### src/rtl/pipe_reg_amisha.sv
// Stallable DEPTH-stage register pipeline with valid/ready, bubble collapsing, flush and occupancy count.
// Latency DEPTH-1 cycles from acceptance edge; in_ready falls only when every stage is full and out_ready is low.
module pipe_reg_amisha #(
    parameter int               WIDTH       = 8,
    parameter int               DEPTH       = 3,
    parameter logic [WIDTH-1:0] RESET_VALUE = '0
) (
    input  logic                       clk_amisha,
    input  logic                       reset_n_amisha,
    input  logic                       flush_amisha,
    input  logic                       in_valid_amisha,
    output logic                       in_ready_amisha,
    input  logic [WIDTH-1:0]           in_data_amisha,
    output logic                       out_valid_amisha,
    input  logic                       out_ready_amisha,
    output logic [WIDTH-1:0]           out_data_amisha,
    output logic [$clog2(DEPTH+1)-1:0] count_amisha
);

    localparam int CW = $clog2(DEPTH + 1);

    logic [DEPTH-1:0] v_q, v_d;
    logic [WIDTH-1:0] d_q [DEPTH];
    logic [WIDTH-1:0] d_d [DEPTH];
    logic [DEPTH-1:0] en;
    logic [CW-1:0]    cnt;

    // A stage may load if it is empty or everything downstream of it can move.
    always_comb begin
        logic acc;
        acc = out_ready_amisha | ~v_q[DEPTH-1];
        en  = '0;
        en[DEPTH-1] = acc;
        for (int k = DEPTH - 2; k >= 0; k--) begin
            acc   = ~v_q[k] | acc;
            en[k] = acc;
        end
    end

    always_comb begin
        v_d = v_q;
        d_d = d_q;
        if (flush_amisha) begin
            v_d = '0;
        end else begin
            if (en[0]) begin
                v_d[0] = in_valid_amisha;
                if (in_valid_amisha) d_d[0] = in_data_amisha;
            end
            for (int k = 1; k < DEPTH; k++) begin
                if (en[k]) begin
                    v_d[k] = v_q[k-1];
                    if (v_q[k-1]) d_d[k] = d_q[k-1];
                end
            end
        end
    end

    always_ff @(posedge clk_amisha) begin
        if (!reset_n_amisha) begin
            v_q <= '0;
            for (int k = 0; k < DEPTH; k++) d_q[k] <= RESET_VALUE;
        end else begin
            v_q <= v_d;
            for (int k = 0; k < DEPTH; k++) d_q[k] <= d_d[k];
        end
    end

    always_comb begin
        cnt = '0;
        for (int k = 0; k < DEPTH; k++) cnt = cnt + CW'(v_q[k]);
    end

    assign in_ready_amisha  = en[0] & ~flush_amisha;
    assign out_valid_amisha = v_q[DEPTH-1];
    assign out_data_amisha  = d_q[DEPTH-1];
    assign count_amisha     = cnt;

endmodule

### config.mk
export PLATFORM = sky130hd
export DESIGN_NAME = pipe_reg_amisha
export DESIGN_NICKNAME = d
export VERILOG_FILES = /design/src/rtl/pipe_reg_amisha.sv
export SDC_FILE = /design/constraint.sdc
export NUM_CORES = 1
export LEC_CHECK = 0
export CORE_MARGIN = 2
export CORE_UTILIZATION = 30
export CTS_CLUSTER_DIAMETER = 80
export CTS_CLUSTER_SIZE = 40
export DETAILED_ROUTE_END_ITERATION = 10
export PLACE_DENSITY = 0.52
export SLEW_MARGIN = 30
export SYNTH_ARGS = -nofsm -noshare
export SYNTH_HDL_FRONTEND = slang
export SYNTH_SLANG_ARGS = --single-unit
### constraint.sdc
create_clock -name clk_amisha -period 3.6 [get_ports clk_amisha]
set_input_delay 0.36 -clock clk_amisha [delete_from_list [all_inputs] [get_ports clk_amisha]]
set_output_delay 0.36 -clock clk_amisha [all_outputs]
set_load 0.005 [all_outputs]
==> run metrics <==
Final Wtd Congestion=0.683; Post-CTS Hold Fix Bufs=0; CP Capture Type=output pin; first-pass GRT wire length=3.53 mm; P&R area growth vs syn=20.3%; clk slew on worst S/H paths=90 ps; CP arrival=1720 ps; hpwl dp=1.47 mm; Avg Vias per Cell=4.49; most frequent cells in the layout=27 x dfxtp_1, 24 x nand2_1, 23 x clkdlybuf4s50_1; CTS tree=yes; Initial Util=31.3%; wire per inst=10.8 um; Mapped Nets=139; setup violators final=0; clock sinks=27; Tightest Hold Check Type=flop to flop; total track usage=10.3%; synthesized area=1160 um^2; cell row count=22; detailed-route via count=827; CTS H-tree lvls=1; post-CTS setup buffers=0; Seq/Total Area, Yosys=46.8%; DIE AREA=4370 um^2; Worst-Skew Late Latency=270 ps; Rel. slew slack=64.5%; WP data required=3240 ps; Slew @ Worst Pin=532 ps; RSZ-0062 raised after global routing=false; die width=66.1 um; total gr overflow=0; Max VDD drop=0.275 mV; num ports=25; layer with the highest usage=met2; IO Port Bufs=24; Core ar.=3690 um^2; CP Max Fanout=14; Synth Instances=125; clock skew=3.13 ps; Max Cap Violations=0; initial antenna violation count=0; Final Non-Filler Cells=184; fraction of layout cells with a size suffix above 1=4.41%; Place WS=1510 ps; CP Launch Type=input pin; Yosys cell types=22; Post-CTS Resized=0; 1st-iter DRT viols=29; CTS max path bufs=2; die height=66.1 um; drt pass-1 iters=4; drt total wl=2.00 mm; Max Clock Freq=480 MHz; part of the cycle the worst path needs=57.9%; fin. max-slew vios=0; # diodes=0; met3 GRT Util=3.58%; syn avg cell area=9.25 um^2; pin count of the biggest net entering global routing=34; commonest non-fill, non-tap cell in the layout=dfxtp_1; vias in the first global route=757; antenna-violating nets left=0; Pleak=0.559 nW; met1 Usage GRT=13.9%; grt met2 use=16.3%; CTS Root Cell=clkbuf_8; critical path class=input pin to output pin; Power, Total=0.512 mW; Layout Nets=151; PwrDens=368 nW/um^2; Post-Place Cells=180; Yosys warning total=0; minimum clock period=2080 ps; Seq cells post-synth=27; slack of the critical path=1520 ps; hold_ws=471 ps; drt drc=0; Total Neg Setup Slack=0 ps; outcome=finished clean; Num CTS Buffers=3; final hold violation count=0
worst max-delay path, cell delays in order:
cell and delay, ps:
clkdlybuf4s50_1 470, nor2b_4 300, a31oi_1 140, clkdlybuf4s50_1 460
Yosys cell counts, drive strengths merged:
master / count / area [um^2]
a21boi: 8 / 60.1
a21oi: 2 / 10.0
or2b: 1 / 7.51
fa: 1 / 20.0
a211o: 1 / 8.76
a311o: 1 / 10.0
a31oi: 1 / 6.26
nand3: 9 / 45.0
inv: 2 / 7.51
o21ai: 8 / 40.0
clkbuf: 5 / 20.0
nand2b: 2 / 12.5
buf: 12 / 86.3
mux2i: 16 / 160
dfxtp: 27 / 541
nor2b: 2 / 20.0
nor2: 3 / 11.3
nand2: 24 / 90.1
final cells by class:
| class | instances | area (um^2) |
|---|---|---|
| tap | 48 | 60.1 |
| timing repair buffer | 24 | 235 |
| sequential | 27 | 541 |
| multi-input combinational | 79 | 502 |
| clock inverter | 1 | 5.00 |
| fill | 386 | 2300 |
| clock buffer | 3 | 41.3 |
| inverter | 2 | 7.51 |
flip-flops by register name (all words and copies together), names as in the netlist:
signal and cells:
v_q 3, out_data_amisha 8, d_q 16
cell families after synthesis:
| group | count (synthesis) | share of synthesized area, % |
|---|---|---|
| AO/OA/AOI/OAI | 21 | 11.7 |
| buffers and inverters | 19 | 9.85 |
| multiplexers | 16 | 13.9 |
| AND/OR/NAND/NOR | 41 | 16.1 |
| adder cells (fa/ha/maj) | 1 | 1.73 |
| flip-flops | 27 | 46.8 |
final timing paths:
kind,start,end,slack (ps),depth (start not counted)
setup / recovery,out_ready_amisha,in_ready_amisha,1520,4
hold / removal,d_q[10],d_q[10],470,2
setup reg to reg,v_q[2],d_q[23],1960,3
hold reg to reg,d_q[10],d_q[10],470,2
per-stage QoR:
| step | instance area, um^2 | util, % |
|---|---|---|
| floorplan | 1160 | - |
| global placement | 1350 | 36.6 |
| detailed placement | 1350 | 36.6 |
| CTS | 1400 | 37.9 |
| global route | 1390 | 37.7 |
| finish | 1390 | 37.7 |
layer usage:
layer	up-vias	part of all wire [%]
met5	-	0
met1	376	50
met4	0	0.65
li1	431	-
met2	18	45
met3	2	4.6
report_power, final:
part | internal, mW | switching [mW] | leakage [nW]
Combinational | 0.0221 | 0.0170 | 0.315
Sequential | 0.304 | 0.00267 | 0.219
Clock | 0.0774 | 0.0891 | 0.0255
Total | 0.404 | 0.109 | 0.559
(Power assumes the default switching activity.)
